File: src/rtl/dds_wave_source_if.sv
// Configuration channel for the DDS sample source: one word carries wave, frequency, gain and offset.
// A word transfers on any rising clk100 edge where cfg_valid and cfg_ready are both high; the master holds the fields stable while cfg_valid is high.
interface dds_wave_source_if #(
  parameter int PHASE_W = 32
);
  logic               cfg_valid;
  logic               cfg_ready;
  logic [1:0]         cfg_wave;
  logic [PHASE_W-1:0] cfg_freq;
  logic [15:0]        cfg_amp;
  logic [15:0]        cfg_offset;

  modport master (
    output cfg_valid, cfg_wave, cfg_freq, cfg_amp, cfg_offset,
    input  cfg_ready
  );

  modport slave (
    input  cfg_valid, cfg_wave, cfg_freq, cfg_amp, cfg_offset,
    output cfg_ready
  );
endinterface

File: src/rtl/dds_wave_source.sv
// DDS sample source for one DAC channel: phase accumulator, waveform generation, gain and offset.
// Three-stage pipeline, one sample per sample_en; configuration is shadowed and applied at phase wrap.
module dds_wave_source #(
  parameter int PHASE_W = 32,
  parameter int LUT_AW  = 8
) (
  input  logic                clk100,
  input  logic                rst_n,
  input  logic                sample_en,
  input  logic                sync_restart,
  dds_wave_source_if.slave    cfg,
  output logic signed [15:0]  sample_out,
  output logic                sample_valid,
  output logic                phase_wrap
);
  localparam int N = 1 << LUT_AW;

  // Quarter-wave table evaluated at elaboration time with a Taylor series.
  function automatic logic [15:0] sine_entry(input int i);
    real x, term, acc;
    x    = 1.5707963267948966 * real'(i) / real'(N);
    term = x;
    acc  = x;
    for (int k = 1; k < 12; k++) begin
      term = -term * x * x / real'((2 * k) * (2 * k + 1));
      acc  = acc + term;
    end
    return 16'($rtoi(32767.0 * acc + 0.5));
  endfunction

  logic [15:0] lut_rom [N];
  for (genvar gi = 0; gi < N; gi++) begin : g_lut
    localparam logic [15:0] ENTRY = sine_entry(gi);
    assign lut_rom[gi] = ENTRY;
  end

  logic [PHASE_W-1:0] phase, act_freq, sh_freq;
  logic [1:0]         act_wave, sh_wave;
  logic [15:0]        act_amp, act_off, sh_amp, sh_off;
  logic               pending;

  logic               fire, carry, apply, accept;
  logic [PHASE_W:0]   phase_sum;

  assign fire      = sample_en & ~sync_restart;
  assign phase_sum = {1'b0, phase} + {1'b0, act_freq};
  assign carry     = phase_sum[PHASE_W];
  assign apply     = pending & (sync_restart | (fire & (carry | (act_freq == '0))));
  assign accept    = cfg.cfg_valid & ~pending;
  assign cfg.cfg_ready = ~pending;

  // accept needs pending==0 and apply needs pending==1, so they never coincide.
  always_ff @(posedge clk100 or negedge rst_n) begin
    if (!rst_n) begin
      pending  <= 1'b0;
      sh_wave  <= '0;
      sh_freq  <= '0;
      sh_amp   <= '0;
      sh_off   <= '0;
      act_wave <= '0;
      act_freq <= '0;
      act_amp  <= '0;
      act_off  <= '0;
    end else begin
      if (accept) begin
        pending <= 1'b1;
        sh_wave <= cfg.cfg_wave;
        sh_freq <= cfg.cfg_freq;
        sh_amp  <= cfg.cfg_amp;
        sh_off  <= cfg.cfg_offset;
      end else if (apply) begin
        pending <= 1'b0;
      end
      if (apply) begin
        act_wave <= sh_wave;
        act_freq <= sh_freq;
        act_amp  <= sh_amp;
        act_off  <= sh_off;
      end
    end
  end

  // Waveform shapes derived from the pre-increment phase.
  logic [15:0]        u, saw, tri_v;
  logic [1:0]         quad;
  logic [LUT_AW-1:0]  lut_a, lut_a_neg, lut_addr;
  logic signed [15:0] shape;

  assign u         = phase[PHASE_W-1 -: 16];
  assign quad      = phase[PHASE_W-1 -: 2];
  assign lut_a     = phase[PHASE_W-3 -: LUT_AW];
  assign lut_a_neg = '0 - lut_a;
  assign lut_addr  = quad[0] ? lut_a_neg : lut_a;

  always_comb begin
    saw   = {~u[15], u[14:0]};
    tri_v = u[15] ? ~u : u;
    shape = 16'sh0000;
    case (act_wave)
      2'd1:    shape = phase[PHASE_W-1] ? 16'sh8001 : 16'sh7FFF;
      2'd2:    shape = (saw == 16'h8000) ? 16'sh8001 : saw;
      2'd3:    shape = {tri_v[14:0], 1'b0} - 16'sh7FFF;
      default: shape = 16'sh0000;
    endcase
  end

  // S1: phase update plus registered shape, LUT read and per-sample settings.
  logic               s1_valid, s1_a_zero;
  logic [1:0]         s1_wave, s1_q;
  logic [15:0]        s1_amp, s1_off, s1_lut;
  logic signed [15:0] s1_shape;

  always_ff @(posedge clk100 or negedge rst_n) begin
    if (!rst_n) begin
      phase      <= '0;
      phase_wrap <= 1'b0;
      s1_valid   <= 1'b0;
      s1_wave    <= '0;
      s1_q       <= '0;
      s1_a_zero  <= 1'b0;
      s1_amp     <= '0;
      s1_off     <= '0;
      s1_lut     <= '0;
      s1_shape   <= '0;
    end else begin
      phase_wrap <= fire & carry;
      s1_valid   <= fire;
      if (sync_restart) begin
        phase <= '0;
      end else if (fire) begin
        phase <= phase_sum[PHASE_W-1:0];
      end
      if (fire) begin
        s1_wave   <= act_wave;
        s1_q      <= quad;
        s1_a_zero <= (lut_a == '0);
        s1_amp    <= act_amp;
        s1_off    <= act_off;
        s1_lut    <= lut_rom[lut_addr];
        s1_shape  <= shape;
      end
    end
  end

  logic signed [15:0] mag, raw;
  logic signed [31:0] prod;

  always_comb begin
    mag = (s1_q[0] && s1_a_zero) ? 16'sh7FFF : s1_lut;
    raw = s1_shape;
    if (s1_wave == 2'd0) begin
      raw = s1_q[1] ? -mag : mag;
    end
  end

  assign prod = raw * $signed({1'b0, s1_amp});

  // S2: gain with floor shift; S3: offset add with saturation.
  logic               s2_valid;
  logic signed [15:0] s2_prod;
  logic [15:0]        s2_off;
  logic signed [16:0] sum;
  logic signed [15:0] sat;

  assign sum = {s2_prod[15], s2_prod} + {s2_off[15], s2_off};

  always_comb begin
    sat = sum[15:0];
    if (sum[16] != sum[15]) begin
      sat = sum[16] ? 16'sh8000 : 16'sh7FFF;
    end
  end

  always_ff @(posedge clk100 or negedge rst_n) begin
    if (!rst_n) begin
      s2_valid     <= 1'b0;
      s2_prod      <= '0;
      s2_off       <= '0;
      sample_valid <= 1'b0;
      sample_out   <= '0;
    end else begin
      s2_valid     <= s1_valid;
      sample_valid <= s2_valid;
      if (s1_valid) begin
        s2_prod <= 16'(prod >>> 16);
        s2_off  <= s1_off;
      end
      if (s2_valid) begin
        sample_out <= sat;
      end
    end
  end
endmodule
File: src/flat_wrapper.sv
// flat-port wrapper written by rule: the top's interface ports become plain ports
module dds_wave_source_flat 
#(
  parameter int PHASE_W = 32,
  parameter int LUT_AW  = 8
)
  (clk100, rst_n, sample_en, sync_restart, sample_out, sample_valid, phase_wrap, cfg_cfg_valid, cfg_cfg_wave, cfg_cfg_freq, cfg_cfg_amp, cfg_cfg_offset, cfg_cfg_ready);
  dds_wave_source_if #(.PHASE_W(PHASE_W)) cfg_i ();
  input  logic clk100;
  input  logic rst_n;
  input  logic sample_en;
  input  logic sync_restart;
  output logic signed [15:0] sample_out;
  output logic sample_valid;
  output logic phase_wrap;
  input wire logic [$bits(cfg_i.cfg_valid)-1:0] cfg_cfg_valid;
  input wire logic [$bits(cfg_i.cfg_wave)-1:0] cfg_cfg_wave;
  input wire logic [$bits(cfg_i.cfg_freq)-1:0] cfg_cfg_freq;
  input wire logic [$bits(cfg_i.cfg_amp)-1:0] cfg_cfg_amp;
  input wire logic [$bits(cfg_i.cfg_offset)-1:0] cfg_cfg_offset;
  output wire logic [$bits(cfg_i.cfg_ready)-1:0] cfg_cfg_ready;
  assign cfg_i.cfg_valid = cfg_cfg_valid;
  assign cfg_i.cfg_wave = cfg_cfg_wave;
  assign cfg_i.cfg_freq = cfg_cfg_freq;
  assign cfg_i.cfg_amp = cfg_cfg_amp;
  assign cfg_i.cfg_offset = cfg_cfg_offset;
  assign cfg_cfg_ready = cfg_i.cfg_ready;
  dds_wave_source #(.PHASE_W(PHASE_W), .LUT_AW(LUT_AW)) u_core (.clk100(clk100), .rst_n(rst_n), .sample_en(sample_en), .sync_restart(sync_restart), .cfg(cfg_i), .sample_out(sample_out), .sample_valid(sample_valid), .phase_wrap(phase_wrap));
endmodule
File: config.mk
export PLATFORM = sky130hd
export DESIGN_NAME = dds_wave_source_flat
export DESIGN_NICKNAME = d
export VERILOG_FILES = /design/src/rtl/dds_wave_source_if.sv /design/src/rtl/dds_wave_source.sv /design/src/flat_wrapper.sv
export SDC_FILE = /design/constraint.sdc
export NUM_CORES = 1
export LEC_CHECK = 0
export ABC_AREA = 1
export BUFFER_PORTS_ARGS = -buffer_cell sky130_fd_sc_hd__buf_2
export CAP_MARGIN = 20
export CORE_MARGIN = 5
export CORE_UTILIZATION = 45
export CTS_CLUSTER_SIZE = 8
export DETAILED_ROUTE_END_ITERATION = 10
export PLACE_DENSITY = 0.67
export SETUP_SLACK_MARGIN = 0.02
export SLEW_MARGIN = 25
export SYNTH_ARGS = -nofsm -noshare
export SYNTH_HDL_FRONTEND = slang
export SYNTH_SLANG_ARGS = --single-unit
File: constraint.sdc
create_clock -name clk100 -period 7.4 [get_ports clk100]
set_input_delay 0.74 -clock clk100 [delete_from_list [all_inputs] [get_ports clk100]]
set_output_delay 0.74 -clock clk100 [all_outputs]
set_load 0.05 [all_outputs]
==> results of run 1 <==
==> stage by stage <==
step,util [%],std cells,setup slack [ps],hold slack (ps)
final,48.65,4546,534.4,232.5
after global routing,48.65,4546,3.198,295.0
after CTS,48.56,4543,439.1,263.1
after detailed placement,46.72,4497,439.5,448.7
after global placement,46.72,4497,615.7,442.0
after floorplan,-,3742,1121,351.9
==> sequential cells by signal, summed over array words and instances, names as in the netlist, 2 cells and up <==
| signal | count |
|---|---|
| u_core.act_off | 16 |
| u_core.s1_lut | 15 |
| u_core.s1_amp | 16 |
| u_core.s2_off | 16 |
| u_core.phase | 32 |
| u_core.s1_q | 2 |
| u_core.act_wave | 2 |
| u_core.sh_off | 16 |
| u_core.sh_wave | 2 |
| u_core.sh_freq | 32 |
| u_core.act_amp | 16 |
| u_core.s1_off | 16 |
| u_core.s2_prod | 16 |
| u_core.s1_wave | 2 |
| u_core.sh_amp | 16 |
| u_core.sample_out | 16 |
| u_core.s1_shape | 16 |
| u_core.act_freq | 32 |
==> cell families (layout without fill, tap and decap cells) <==
| kind of cell | count (synthesis) | count (layout) |
|---|---|---|
| buffers and inverters | 604 | 626 |
| DFF | 285 | 285 |
| and+or+nand+nor | 1972 | 1972 |
| adders and majority gates | 383 | 383 |
| xor gates and xnor gates | 29 | 29 |
| muxes | 66 | 66 |
| AOI/OAI and AO/OA | 403 | 403 |
==> layout by cell type, fill, tap and decap left out, drive strengths merged <==
cell type,netlist,layout
xor2,17,17
o21a,8,8
o22ai,7,7
clkbuf,53,43
nor3,19,19
a21o,10,10
nor4,7,7
a21boi,5,5
xnor2,12,12
a41oi,1,1
clkinv,12,14
clkinvlp,0,2
nand2,1271,1271
nand3,304,304
a22o,2,2
o21ai,177,177
nand4,32,32
buf,95,124
or2,4,4
o221ai,2,2
a31oi,14,14
a32o,1,1
dfrtp,285,285
ha,188,188
o21bai,11,11
mux2,66,66
o211ai,6,6
a211oi,3,3
and3,1,1
a21oi,151,151
nor2,329,329
fa,195,195
nand3b,5,5
inv,444,443
o31ai,5,5
==> worst register-to-register path, delay by kind of cell (launching register included) <==
kind / cells / cell delay (ps)
buf+inv: 6 / 700
simple gates: 14 / 1450
flops: 1 / 380
compound gates: 4 / 690
fa+ha+maj: 8 / 3430
xor+xnor: 1 / 140
==> metal layers <==
metal	vias to the layer above	track usage, %	share of wire (%)
met1	11887	36.73	43
met2	1164	39.42	44
li1	11875	-	-
met4	0	8.291	3.4
met3	215	4.932	9.3
met5	-	0	0
==> repair_timing <==
item / 4_1_cts / 5_1_grt
buffers inserted: 0 / 3
resized for setup: 0 / 10
endpoints found under the setup margin: 0 / 9
==> path summary, 6_finish.rpt <==
kind                                                startpoint                         endpoint  slack, ps  cells after the start
min in group clk100                            cfg_cfg_amp[10]    u_core.sh_amp[10]$_DFFE_PN0P_        410                      2
worst min-delay path                                     rst_n    u_core.s2_prod[3]$_DFFE_PN0P_        230                      1
worst max-delay path                u_core.s1_q[0]$_DFFE_PN0P_   u_core.s2_prod[12]$_DFFE_PN0P_        530                     33
max in group asynchronous                                rst_n    u_core.act_off[8]$_DFFE_PN0P_       5780                      2
worst max register to register      u_core.s1_q[0]$_DFFE_PN0P_   u_core.s2_prod[12]$_DFFE_PN0P_        530                     33
worst min register to register  u_core.sh_freq[29]$_DFFE_PN0P_  u_core.act_freq[29]$_DFFE_PN0P_        450                      2
==> layout make-up <==
class | instances | area share (%)
tap | 782 | 3.345
timing repair buffer | 124 | 2.498
inverter | 456 | 5.885
multi-input combinational | 2853 | 60.11
clock inverter | 3 | 0.2139
clock buffer | 43 | 3.567
sequential | 285 | 24.38
==> out/metrics.yaml, run 1 <==
finish:
  nets: 4215
  multiInputGateArea_mm2: 0.01758
  ff_latch_area_mm2: 0.007132
  diodes: 0
  fill_cells: 6092
  final_cell_area_mm2: 0.02925
  syn_to_final_growth_pct: 7.302
  drive_gt1_share_pct: 7.944
yosys:
  yosysUniqueCellTypes: 51
  synth_warnings: 0
  synth_area_per_cell_um2: 7.286
  synth_top_area_share_pct: 26.16
  synthXorXnorAreaFrac_pct: 0.9317
  synth.top_cells.by_count: "nand2_1, inv_1, nor2_1"
  synth.cell_area_mm2: 0.02726
  synth_edf_count: 0
  synth.area.top_cells: "dfrtp_1, nand2_1, fa_1"
  postSynthCellCount: 3742
  synthMuxAreaShare_pct: 2.726
  synth_top_area_cell: "dfrtp_1"
  synth-compound-area-share_pct: 8.174
  synth_top_family_by_area: "simple AND/OR/NAND/NOR gates"
  seq_area_frac_synth_pct: 26.16
  synth-simple-area-share_pct: 29.56
  synthArstFlopShare_pct: 100.0
  synth_fa_ha_area_share_pct: 22.95
  yosysMostFrequentCell: "nand2_1"
  ys_seq_elements: 285
  syn-num-nets: 4196
  synth_ff_type: "dfrtp_1"
critical_path:
  startpoint_type: "flip-flop"
  endpoint_kind: "flip-flop"
  crit_top_cell: "nand2_1"
  critPathBufInv: 6
  slowest_stage: "fa_1"
  cp_max_fo: 8
  slowest_delay_ps: 550
  worstSetupPathType: "reg2reg"
  critical_path.top_delay_family: "adder cells"
  arrival_ps: 7360
  crit_required_ps: 7900
clock_network:
  cts_tree: "yes"
  cts_buffer_depth: 3
  root_buffer: "clkbuf_16"
  hold_buffers: 0
  worstSkewPairLatency_ps: 560
  path_clk_slew_ps: 60
  clock-sinks: 285
  h-tree-depth: 2
  cts_buffers: 41
grt:
  antenna_found_initial: 1
  first_global_vias: 24842
  grt_use_total_pct: 25.65
  overflow: 0
  grt_first_pass_wirelength_um: 137200
  grt_max_degree: 114
placed_design:
  hpwl_um: 63980
  placed_cell_area_mm2: 0.02809
  gp_congestion: 0.9976
  io_buffer_count: 89
sta:
  timing.fmax_mhz: 145.7
  final-max-slew-violation-count: 0
  tns_ps: 0
  tightest_slew_ps: 1013
  period_needed_ps: 6866
  final-hold-violation-count: 0
  max_slew_margin_pct: 32.50
  finalSetupViolations: 0
  fin_crit_sh_pct: 92.78
  rsz0062_at_grt: "no"
  skew_ps: 26.03
floorplan:
  core.rowCount: 90
  die_w_um: 256.1
  dieArea_mm2: 0.06561
  io_pins: 90
  start_util_pct: 45.34
  fp.coreArea_mm2: 0.06013
  die_h_um: 256.1
drt:
  wl_per_cell_um: 18.83
  totalWireLength_um: 85620
  num_vias: 25141
  route.detailed.drc: 0
  ant_nets: 0
  drt-vias-per-instance: 5.530
  drt_iter0_markers: 2669
  firstDrtPassIters: 6
outcome:
  status: "complete, no violations"
job:
  maxCapViolCount: 0
worst_hold_path:
  hold_path.class: "in2async"
Power of run 1 is not shown: default switching activity piles up to over one toggle a cycle in this logic, so the estimate is an artifact.
==> inputs of run 2 (changes only) <==
--- a/config.mk
+++ b/config.mk
@@ -12,6 +12,7 @@
 export CORE_UTILIZATION = 45
 export CTS_CLUSTER_SIZE = 8
 export DETAILED_ROUTE_END_ITERATION = 10
+export GPL_ROUTABILITY_DRIVEN = 0
 export PLACE_DENSITY = 0.67
 export SETUP_SLACK_MARGIN = 0.02
 export SLEW_MARGIN = 25
==> constraint.sdc (replaced) <==
create_clock -name clk100 -period 7.4 [get_ports clk100]
set_input_delay 0.74 -clock clk100 [delete_from_list [all_inputs] [get_ports clk100]]
set_output_delay 0.74 -clock clk100 [all_outputs]
set_load 0.005 [all_outputs]
==> run 2 against run 1 <==
Die area stayed put. Global-route usage fell by 1.2 points. Maximum frequency shrank 0.72%. Worst setup slack worse by 50 ps. Utilization grew 0.17 points. Critical path type unchanged.
==> out/metrics.yaml, run 2 (synthesized netlist as in run 1, its figures left out) <==
drt:
  num_vias: 25205
  wl_per_cell_um: 17.88
  totalWireLength_um: 81530
  drt-vias-per-instance: 5.527
  route.detailed.drc: 0
  drt_iter0_markers: 2679
  firstDrtPassIters: 9
  ant_nets: 0
worst_hold_path:
  hold_path.class: "in2async"
grt:
  grt_first_pass_wirelength_um: 132700
  first_global_vias: 24901
  antenna_found_initial: 0
  overflow: 0
  grt_use_total_pct: 24.44
  grt_max_degree: 108
floorplan:
  die_w_um: 256.1
  fp.coreArea_mm2: 0.06013
  start_util_pct: 45.34
  dieArea_mm2: 0.06561
  io_pins: 90
  core.rowCount: 90
  die_h_um: 256.1
clock_network:
  hold_buffers: 0
  cts_buffers: 42
  cts_buffer_depth: 3
  worstSkewPairLatency_ps: 560
  clock-sinks: 285
  h-tree-depth: 2
  cts_tree: "yes"
  path_clk_slew_ps: 50
  root_buffer: "clkbuf_16"
sta:
  timing.fmax_mhz: 144.6
  skew_ps: 27.91
  holdWs_ps: 208.6
  fin_crit_sh_pct: 93.45
  tightest_slew_ps: 1027
  final-max-slew-violation-count: 0
  period_needed_ps: 6915
  final-hold-violation-count: 0
  finalSetupViolations: 0
  max_slew_margin_pct: 31.42
finish:
  nets: 4227
  reg_top3: "u_core.act_freq: 32 flops, u_core.phase: 32 flops, u_core.sh_freq: 32 flops"
  final_common_cell: "nand2_1"
  syn_to_final_growth_pct: 7.683
  stdcell_count: 4560
  final_core_util_pct: 48.82
  drive_gt1_share_pct: 8.152
  final_cell_area_mm2: 0.02936
  diodes: 0
  mostFrequentLayoutCells: "nand2_1, inv_1, nor2_1, nand3_1, dfrtp_1"
placed_design:
  io_buffer_count: 89
  placed_cell_area_mm2: 0.02815
  hpwl_um: 61090
  dp_cells: 4507
critical_path:
  slowest_delay_ps: 550
  endpoint_kind: "flip-flop"
  arrival_ps: 7360
  crit_required_ps: 7850
  worstSetupPathType: "reg2reg"
  cp_max_fo: 10
  startpoint_type: "flip-flop"
  slowest_stage: "fa_1"
job:
  maxCapViolCount: 0
outcome:
  status: "complete, no violations"
[run 2: worst paths after layout]
path | from | endpoint | slack (ps) | cells after the start
max | u_core.s1_q[0]$_DFFE_PN0P_ | u_core.s2_prod[11]$_DFFE_PN0P_ | 480 | 32
max reg2reg | u_core.s1_q[0]$_DFFE_PN0P_ | u_core.s2_prod[11]$_DFFE_PN0P_ | 480 | 32
min | rst_n | u_core.sample_out[1]$_DFFE_PN0P_ | 210 | 1
min in group clk100 | cfg_cfg_freq[21] | u_core.sh_freq[21]$_DFFE_PN0P_ | 410 | 2
min reg2reg | u_core.sh_amp[5]$_DFFE_PN0P_ | u_core.act_amp[5]$_DFFE_PN0P_ | 450 | 2
max in group asynchronous | rst_n | u_core.act_freq[22]$_DFFE_PN0P_ | 5820 | 2
[run 2: layout make-up]
class,count,area (um2)
tap,782,978.4
clock buffer,45,1084
timing repair buffer,135,804.5
multi-input combinational,2853,17580
sequential,285,7132
clock inverter,4,63.81
inverter,456,1718
fill,6033,30780
[run 2: critical path, delay by kind of cell, from the launching register on]
family	cells	cell delay, ps
compound gates	5	1100
fa+ha+maj	7	2950
buf+inv	7	820
simple gates	12	1470
flops	1	370
xor+xnor	1	120
[run 2: routing by layer]
metal | vias to the layer above | global-route usage (%) | wire [um]
li1 | 11907 | - | -
met1 | 11695 | 34.06 | 34250
met2 | 1333 | 37.84 | 35480
met3 | 270 | 5.406 | 8513
met4 | 0 | 8.471 | 3294
met5 | - | 0 | 0
[run 2: through the flow]
step | TNS, ps | setup WS [ps]
5_1_grt | -10.20 | -5.117
3_3_place_gp | 0 | 595.6
4_1_cts | 0 | 490.2
6_report | 0 | 484.6
2_1_floorplan | 0 | 1121
3_5_place_dp | 0 | 501.2
[run 2: timing repair]
action,in CTS,in global routing
resized for setup,0,8
setup endpoints to repair,0,10
setup buffers,0,4
Power of run 2 is left out for the same reason.
